**config.mk**
```make
export PLATFORM = sky130hd
export DESIGN_NAME = hero_txn_buffer
export DESIGN_NICKNAME = d
export VERILOG_FILES = /design/src/rtl/hero_txn_buffer.sv
export SDC_FILE = /design/constraint.sdc
export NUM_CORES = 1
export LEC_CHECK = 0
export BUFFER_PORTS_ARGS = -buffer_cell sky130_fd_sc_hd__buf_4
export CORE_ASPECT_RATIO = 1.4
export CORE_MARGIN = 8
export CORE_UTILIZATION = 53
export DETAILED_ROUTE_END_ITERATION = 10
export GPL_ROUTABILITY_DRIVEN = 0
export PLACE_DENSITY = 0.82
export SETUP_SLACK_MARGIN = 0.05
export SLEW_MARGIN = 25
export SYNTH_ARGS = -nofsm -noshare
export SYNTH_HDL_FRONTEND = slang
export SYNTH_SLANG_ARGS = --single-unit
```
**constraint.sdc**
```tcl
create_clock -name clk -period 6.43 [get_ports clk]
set_input_delay 1.286 -clock clk [delete_from_list [all_inputs] [get_ports clk]]
set_output_delay 1.286 -clock clk [all_outputs]
set_load 0.03 [all_outputs]
```
**src/rtl/hero_txn_buffer.sv**
```systemverilog
`default_nettype none
// ============================================================================
// Module   : hero_txn_buffer
// Purpose  : Store-and-forward transaction buffer for hero write beats.
//            Beats of a transaction are written speculatively; the whole
//            transaction becomes visible at the output only once its DONE
//            beat has been stored. Transactions that overflow the storage
//            or exceed MAX_BEATS are discarded in full.
// Ports    :
//   clk            clock, all state changes on rising edge
//   rst            asynchronous active-high reset
//   in_cycle_type  beat type: 0 IDLE, 1 VALID, 2 DONE, 3 reserved
//   in_wdat        beat data
//   in_clk_en      beat qualifier
//   out_valid      output beat available
//   out_ready      output beat consumed when high with out_valid
//   out_wdat       output beat data
//   out_last       final beat of a transaction
//   overflow_err   sticky: a transaction was dropped for lack of space
//   proto_err      sticky: over-long transaction or reserved beat type
//   err_clr        clears both sticky flags
//   txn_count      committed transactions (statistics build only)
//   drop_count     discarded transactions (statistics build only)
// Config   : define HERO_TXN_BUFFER_STATS_EN to build the statistics
//            counters; otherwise txn_count/drop_count are tied to 0.
// Revision : 1.0 - initial release
// ============================================================================
module hero_txn_buffer #(
  parameter int DATA_WIDTH = 36,
  parameter int DEPTH      = 8,
  parameter int MAX_BEATS  = 16
) (
  input  logic                  clk,
  input  logic                  rst,
  input  logic [1:0]            in_cycle_type,
  input  logic [DATA_WIDTH-1:0] in_wdat,
  input  logic                  in_clk_en,
  output logic                  out_valid,
  input  logic                  out_ready,
  output logic [DATA_WIDTH-1:0] out_wdat,
  output logic                  out_last,
  output logic                  overflow_err,
  output logic                  proto_err,
  input  logic                  err_clr,
  output logic [15:0]           txn_count,
  output logic [15:0]           drop_count
);

  localparam int AW = $clog2(DEPTH);
  localparam int PW = AW + 1;
  localparam int CW = $clog2(MAX_BEATS + 1);

  typedef enum logic [1:0] {
    S_IDLE   = 2'd0,
    S_ACTIVE = 2'd1,
    S_DROP   = 2'd2
  } state_t;

  state_t          state, state_nx;
  logic [PW-1:0]   wr_ptr, wr_ptr_nx;   // speculative write pointer
  logic [PW-1:0]   cm_ptr, cm_ptr_nx;   // end of last committed transaction
  logic [PW-1:0]   rd_ptr;
  logic [CW-1:0]   beat_cnt, beat_cnt_nx;

  logic [DATA_WIDTH:0] mem [DEPTH];
  logic [DATA_WIDTH:0] rd_entry;

  logic is_valid, is_done, is_rsvd;
  logic full, too_long;
  logic accept_beat, reject;
  logic mem_we, set_ov, set_pe;

  assign is_valid = in_clk_en && (in_cycle_type == 2'd1);
  assign is_done  = in_clk_en && (in_cycle_type == 2'd2);
  assign is_rsvd  = in_clk_en && (in_cycle_type == 2'd3);

  // Full counts uncommitted beats too, and uses the registered rd_ptr, so a
  // read in the same cycle never makes room for the incoming beat.
  assign full     = (wr_ptr - rd_ptr) == PW'(DEPTH);
  assign too_long = (beat_cnt == CW'(MAX_BEATS));

  assign accept_beat = (state != S_DROP) && (is_valid || is_done);
  assign reject      = accept_beat && (full || too_long);

  always_ff @(posedge clk or posedge rst) begin
    if (rst) begin
      state    <= S_IDLE;
      wr_ptr   <= '0;
      cm_ptr   <= '0;
      rd_ptr   <= '0;
      beat_cnt <= '0;
    end else begin
      state    <= state_nx;
      wr_ptr   <= wr_ptr_nx;
      cm_ptr   <= cm_ptr_nx;
      beat_cnt <= beat_cnt_nx;
      if (out_valid && out_ready) begin
        rd_ptr <= rd_ptr + 1'b1;
      end
    end
  end

  always_comb begin
    state_nx    = state;
    wr_ptr_nx   = wr_ptr;
    cm_ptr_nx   = cm_ptr;
    beat_cnt_nx = beat_cnt;
    mem_we      = 1'b0;
    set_ov      = 1'b0;
    set_pe      = is_rsvd;
    case (state)
      S_IDLE, S_ACTIVE: begin
        if (reject) begin
          // Throw away every beat of this transaction written so far.
          wr_ptr_nx   = cm_ptr;
          beat_cnt_nx = '0;
          if (full) begin
            set_ov = 1'b1;
          end else begin
            set_pe = 1'b1;
          end
          state_nx = is_done ? S_IDLE : S_DROP;
        end else if (accept_beat) begin
          mem_we    = 1'b1;
          wr_ptr_nx = wr_ptr + 1'b1;
          if (is_done) begin
            // Commit lands together with the last write so the output can
            // see the transaction on the very next cycle.
            cm_ptr_nx   = wr_ptr + 1'b1;
            beat_cnt_nx = '0;
            state_nx    = S_IDLE;
          end else begin
            beat_cnt_nx = beat_cnt + 1'b1;
            state_nx    = S_ACTIVE;
          end
        end
      end
      S_DROP: begin
        if (is_done) begin
          state_nx = S_IDLE;
        end
      end
      default: state_nx = S_IDLE;
    endcase
  end

  always_ff @(posedge clk) begin
    if (mem_we) begin
      mem[wr_ptr[AW-1:0]] <= {is_done, in_wdat};
    end
  end

  // Entry rd_ptr is never rewritten while it is visible, because the write
  // side stalls on full, so the output stays stable under backpressure.
  assign rd_entry  = mem[rd_ptr[AW-1:0]];
  assign out_valid = (rd_ptr != cm_ptr);
  assign out_wdat  = out_valid ? rd_entry[DATA_WIDTH-1:0] : '0;
  assign out_last  = out_valid & rd_entry[DATA_WIDTH];

  // Set beats clear in the same cycle.
  always_ff @(posedge clk or posedge rst) begin
    if (rst) begin
      overflow_err <= 1'b0;
      proto_err    <= 1'b0;
    end else begin
      if (set_ov) begin
        overflow_err <= 1'b1;
      end else if (err_clr) begin
        overflow_err <= 1'b0;
      end
      if (set_pe) begin
        proto_err <= 1'b1;
      end else if (err_clr) begin
        proto_err <= 1'b0;
      end
    end
  end

`ifdef HERO_TXN_BUFFER_STATS_EN
  logic commit;
  logic [15:0] txn_q, drop_q;

  assign commit = accept_beat && !reject && is_done;

  always_ff @(posedge clk or posedge rst) begin
    if (rst) begin
      txn_q  <= '0;
      drop_q <= '0;
    end else begin
      if (commit && (txn_q != 16'hFFFF)) begin
        txn_q <= txn_q + 1'b1;
      end
      if (reject && (drop_q != 16'hFFFF)) begin
        drop_q <= drop_q + 1'b1;
      end
    end
  end

  assign txn_count  = txn_q;
  assign drop_count = drop_q;
`else
  assign txn_count  = 16'd0;
  assign drop_count = 16'd0;
`endif

endmodule
`default_nettype wire

```
==> flow_metrics.py, run 1 <==
metrics = {
    "status": {
        "status": "finished, final reports clean",
    },
    "timing": {
        "fin_crit_ns": 4.59,
        "min_period_over_period_pct": 71.4,
        "holdWs_ns": 0.509,
        "fin_skew_ns": 0.0109,
        "setup_violations": 0,
        "rsz0062_at_grt": "no",
        "finalMaxSlewViolations": 0,
        "maxSlewHeadroom_pct": 31.8,
        "fmax_mhz": 218,
        "fin_tns_setup_ns": 0,
        "max_slew.worst_pin.slew_ns": 1.02,
        "hold_viol": 0,
    },
    "floorplan": {
        "io_pins": 115,
        "dieArea_um2": 29600,
        "die_h_um": 200,
        "core_region_area_um2": 23900,
        "initial_core_util_pct": 53.9,
        "die_w_um": 148,
        "row_count": 67,
    },
    "final_layout": {
        "layout_commonest_cell": "edfxtp_1",
        "drive_gt1_share_pct": 29.6,
        "final_cell_area_um2": 14700,
        "final_cell_mix": "edfxtp_1, buf_4, nand2_1, mux4_2, a21oi_1",
        "nets": 842,
        "areaGrowthSynthToFinish_pct": 14.0,
    },
    "synthesis": {
        "synthFlopType": "edfxtp_1",
        "ys_seq_area_share_pct": 73.1,
        "syn_inst": 704,
        "yosysWarnings": 0,
        "ys_ff_latch": 317,
        "avgSynthCellArea_um2": 18.3,
        "synth-edff-count": 296,
        "synth_area_um2": 12900,
        "async_flop_share_pct": 6.62,
        "yosys.cell_types.count": 52,
    },
    "clock_tree": {
        "cts_sinks": 317,
        "post_cts_resized": 0,
        "cts_tree": "yes",
        "clk-insertion-delay-late_ns": 0.52,
        "htree_num_levels": 1,
        "cts_hold_buf": 0,
        "cts_inserted_buffers": 27,
        "post-cts-setup-buffers": 0,
        "clkSlewWorstSetupHoldPaths_ns": 0.07,
        "root_buffer": "clkbuf_16",
        "clock_path_buffers": 3,
    },
    "power_and_ir_drop": {
        "vdd_drop_max_uv": 273,
        "p_per_area_nw_per_um2": 477,
        "p_leak_nw": 5.00,
    },
    "route": {
        "wl_um": 27200,
        "dr.pass1.iters": 5,
        "drc_errors": 0,
        "ant_nets": 0,
        "vias_per_cell": 6.01,
        "routed-via-count": 6751,
        "drtIter0Drc": 808,
        "wl_per_cell_um": 24.3,
    },
    "flow_run": {
        "maxCapViolations": 0,
    },
    "setup_path": {
        "ff2ff_setup_slack_ns": 2.16,
        "cp.arrival_ns": 3.31,
        "crit_fanout": 44,
        "crit_type": "flip-flop to primary output",
        "crit_required_ns": 5.14,
        "crit_path_end_kind": "primary output",
        "start_kind": "flip-flop",
    },
    "global_route": {
        "grt-ovfl-total": 0,
        "antenna_found_initial": 2,
        "grt_start_max_net_pins": 45,
        "grt_pass1_wl_um": 41600,
        "grt_usage_pct": 18.3,
        "grt_pass1_vias": 7090,
    },
    "worst_hold_path": {
        "min_path_type": "flip-flop to flip-flop",
    },
    "placement": {
        "io_buffers": 82,
        "dp_hpwl_um": 14900,
        "placed_cell_area_um2": 13800,
    },
}
per-layer routing:
metal	global-route usage (%)	up-vias	part of all wire, %
li1	-	2882	-
met1	22.2	3483	37
met2	32.7	335	53
met3	3.02	51	7.5
met4	5.66	0	2.3
met5	0	-	0
area by class of cell:
type                       count  area (um^2)
antenna                        2         5.00
clock buffer                  29          683
clock inverter                19          234
fill                        1590         9220
inverter                      13         48.8
multi-input combinational    337         3170
sequential                   317         9420
tap                          310          388
timing repair buffer          96          721
cell families (layout without fill, tap and decap cells):
family                   Yosys count  after routing  synth area share [%]
AND/OR/NAND/NOR                  139            139                  5.19
flip-flops                       317            317                  73.1
multiplexers                      78             78                  13.3
XOR/XNOR                          13             13                 0.884
AO/OA/AOI/OAI                     68             68                  3.28
adder cells (fa/ha/maj)            7              7                 0.680
other                              1             34                0.0291
buffers and inverters             81            157                  3.52
registers in the layout, indices dropped and copies added, names as in the netlist:
register / cells
state: 2
beat_cnt: 5
rd_ptr: 4
wr_ptr: 4
overflow_err: 1
mem: 296
proto_err: 1
cm_ptr: 4
final timing paths:
path | startpoint | to | depth (start not counted)
setup / recovery | rd_ptr[1] | out_wdat[3] | 6
hold / removal | proto_err | proto_err | 2
min in group asynchronous | rst | beat_cnt[1] | 2
setup reg to reg | rd_ptr[2] | mem[6][21] | 8
max in group asynchronous | rst | rd_ptr[0] | 2
hold reg to reg | proto_err | proto_err | 2
power breakdown:
part           total, mW  leakage, nW  internal, mW  switching (mW)
registers           2.69         2.91          2.48           0.214
clock network       1.69        0.450         0.975           0.713
logic               2.62         1.63          1.05            1.57
total               7.00         5.00          4.50            2.50
worst max-delay path, stage by stage (launching register included):
cell	delay, ns
dfrtp_4	0.76
buf_4	0.63
xor2_1	0.16
nor4_2	0.39
buf_4	0.41
a21oi_1	0.15
buf_4	0.20
stage by stage:
step / total power [mW] / cells / setup slack, ns / utilization [%]
floorplan: 4.51 / 735 / -0.00160 / -
CTS: 7.06 / 1121 / 1.81 / 61.4
global route: 7.31 / 1123 / 1.71 / 61.4
finish: 7.00 / 1123 / 1.84 / 61.4
detailed placement: 5.35 / 1073 / 2.13 / 57.6
global placement: 5.29 / 1073 / 2.18 / 57.6
cells in the mapped netlist, drive strengths merged (2+ instances only):
| master | n | share of area (%) |
|---|---|---|
| a21oi | 40 | 1.6 |
| xnor2 | 5 | 0.34 |
| a31oi | 3 | 0.19 |
| nor3b | 2 | 0.16 |
| a311o | 2 | 0.16 |
| clkbuf | 19 | 0.55 |
| ha | 7 | 0.68 |
| nand2b | 6 | 0.29 |
| nand4 | 4 | 0.19 |
| o21ai | 7 | 0.27 |
| and2 | 2 | 0.097 |
| nor4 | 5 | 0.36 |
| edfxtp | 296 | 69 |
| dfrtp | 21 | 4.1 |
| nand3 | 7 | 0.27 |
| buf | 49 | 2.6 |
| nor2 | 9 | 0.28 |
| or3 | 2 | 0.097 |
| inv | 13 | 0.38 |
| nand3b | 3 | 0.17 |
| o22ai | 2 | 0.097 |
| nor2b | 2 | 0.097 |
| nand2 | 86 | 2.5 |
| a32oi | 4 | 0.27 |
| and3 | 4 | 0.21 |
| xor2 | 8 | 0.54 |
| nor3 | 3 | 0.12 |
| mux4 | 74 | 13 |
| mux2 | 4 | 0.35 |
No activity file was read; power rests on OpenSTA's default activity.
==> inputs of run 2 (changes only) <==
CORE_UTILIZATION = 54   (was 53)
PLACE_DENSITY = 0.8   (was 0.82)
clock period = 4.7 ns   (was 6.43 ns; I/O delays follow)
==> run 2 against run 1 <==
Register-to-register slack worse by 0.96 ns. First-iteration DRC count down 29%. Combinational power up 39%. Count of clock-buffer cells in the layout up 5. Routed wire length down 4.7%. Utilization up 0.60 points. Sequential power up 35%. Die area down 1.7%. Worst hold slack better by 0.012 ns. Non-clock buffer count up 2. Cell count up 0.45%. Critical endpoint is now out_wdat[6].
==> flow_metrics.py, run 2 (synthesis results as in run 1) <==
metrics = {
    "setup_path": {
        "ff2ff_setup_slack_ns": 1.20,
        "crit_path_top_delay_cell": "dfrtp_4",
        "r2r_end": "mem[4][16]",
        "cp.arrival_ns": 2.89,
        "crit_required_ns": 3.76,
        "crit_fanout": 43,
        "r2r-start": "rd_ptr[1]",
        "crit_type": "flip-flop to primary output",
        "worstRegToRegCells": 8,
        "path_cells": "buf_4 -> mux4_2 -> nand2_1 -> a21oi_1 -> buf_4",
        "start_kind": "flip-flop",
        "crit_path_end_kind": "primary output",
        "crit_top_cell": "buf_4",
        "critPathMaxStageDelay_ns": 0.77,
    },
    "timing": {
        "min_period_over_period_pct": 81.5,
        "rsz0062_at_grt": "no",
        "max_slew.worst_pin.slew_ns": 0.871,
        "fin_crit_ns": 3.83,
        "holdWs_ns": 0.521,
        "setup_violations": 0,
        "fmax_mhz": 261,
        "maxSlewHeadroom_pct": 41.9,
        "fin_skew_ns": 0.0156,
        "finalMaxSlewViolations": 0,
        "hold_viol": 0,
    },
    "route": {
        "wl_per_cell_um": 23.0,
        "wl_um": 25900,
        "drtIter0Drc": 571,
        "vias_per_cell": 5.82,
        "ant_nets": 0,
        "drc_errors": 0,
        "dr.pass1.iters": 5,
        "routed-via-count": 6565,
    },
    "clock_tree": {
        "clock_path_buffers": 3,
        "cts_hold_buf": 0,
        "cts_inserted_buffers": 29,
        "cts_tree": "yes",
        "root_buffer": "clkbuf_16",
        "clk-insertion-delay-late_ns": 0.54,
        "post_cts_resized": 0,
        "clkSlewWorstSetupHoldPaths_ns": 0.06,
        "cts_sinks": 317,
        "post-cts-setup-buffers": 0,
        "htree_num_levels": 1,
    },
    "floorplan": {
        "die_h_um": 199,
        "dieArea_um2": 29100,
        "initial_core_util_pct": 54.3,
        "die_w_um": 146,
        "core_region_area_um2": 23700,
        "row_count": 67,
        "io_pins": 115,
    },
    "worst_hold_path": {
        "hold_end": "proto_err",
        "min_path_type": "flip-flop to flip-flop",
        "min-delay-start": "proto_err",
        "hold_path_depth": 2,
    },
    "final_layout": {
        "drive_gt1_share_pct": 29.0,
        "fin_cells": 1128,
        "layout_commonest_cell": "edfxtp_1",
        "final_cell_mix": "edfxtp_1, buf_4, nand2_1, mux4_2, a21oi_1",
        "final_util_pct": 62.0,
        "final_cell_area_um2": 14700,
        "nets": 846,
        "areaGrowthSynthToFinish_pct": 14.3,
        "largest_reg_flops": 296,
    },
    "placement": {
        "dp_hpwl_um": 14200,
        "placed_cell_area_um2": 13800,
        "dp_cells": 1075,
        "io_buffers": 82,
    },
    "flow_run": {
        "maxCapViolations": 0,
    },
    "global_route": {
        "antenna_found_initial": 1,
        "grt-ovfl-total": 0,
        "grt_pass1_wl_um": 39700,
        "grt_usage_pct": 17.9,
        "grt_start_max_net_pins": 79,
        "grt_pass1_vias": 6874,
    },
    "power_and_ir_drop": {
        "p_leak_nw": 5.00,
        "p_per_area_nw_per_um2": 646,
        "vdd_drop_max_uv": 508,
    },
    "status": {
        "status": "finished, final reports clean",
    },
}
==> run 2: cell count changes in the layout (fill, tap and decap cells not counted), sizes merged <==
cell / change
buf: +2
bufinv: -2
clkbuf: +5
clkinv: +3
diode: -1
inv: -2
==> run 2: area by class of cell <==
| cell class | instances | area [um^2] |
|---|---|---|
| diodes | 1 | 2.50 |
| fillers | 1675 | 9010 |
| well taps | 310 | 388 |
| clock buffers | 34 | 744 |
| multi-input cells | 337 | 3200 |
| inverters | 13 | 48.8 |
| flip-flops and latches | 317 | 9420 |
| clock inverters | 18 | 161 |
| repair buffers | 98 | 748 |
==> run 2: report_power, final <==
part           switching (mW)  total, mW  internal, mW
logic                    2.19       3.64          1.45
registers               0.227       3.62          3.39
clock network           0.959       2.25          1.29
total                    3.37       9.51          6.13
==> run 2: layer usage <==
layer,share of wire (%),GRT usage [%],routed length (um)
met1,39,22.3,10200
met2,52,31.7,13600
met3,6.0,2.80,1550
met4,2.2,5.51,569
met5,0,0,0
==> run 2: per-stage QoR <==
stage               setup slack, ns  TNS, ns  total power [mW]
floorplan                    -0.657   -92.61              6.18
global placement               1.25        0              7.31
detailed placement             1.18        0              7.36
CTS                           0.862        0              9.61
global route                  0.726        0              9.97
finish                        0.869        0              9.51
==> run 2: critical path, delay by kind of cell (launching register included) <==
family / cells / cell delay (ns)
buf+inv: 2 / 0.86
mux: 1 / 0.34
compound gates: 1 / 0.32
flops: 1 / 0.77
simple gates: 1 / 0.06
==> run 2: how the worst max path moves through the flow <==
stage,slack [ns],end,cells past startpoint,start
global route,0.73,out_wdat[6],5,rd_ptr[1]
CTS,0.86,out_wdat[6],5,rd_ptr[1]
detailed placement,1.18,mem[4][17],8,rd_ptr[1]
global placement,1.25,mem[4][33],8,rd_ptr[1]
finish,0.87,out_wdat[6],5,rd_ptr[1]
floorplan,-0.66,mem[3][0],11,rd_ptr[1]
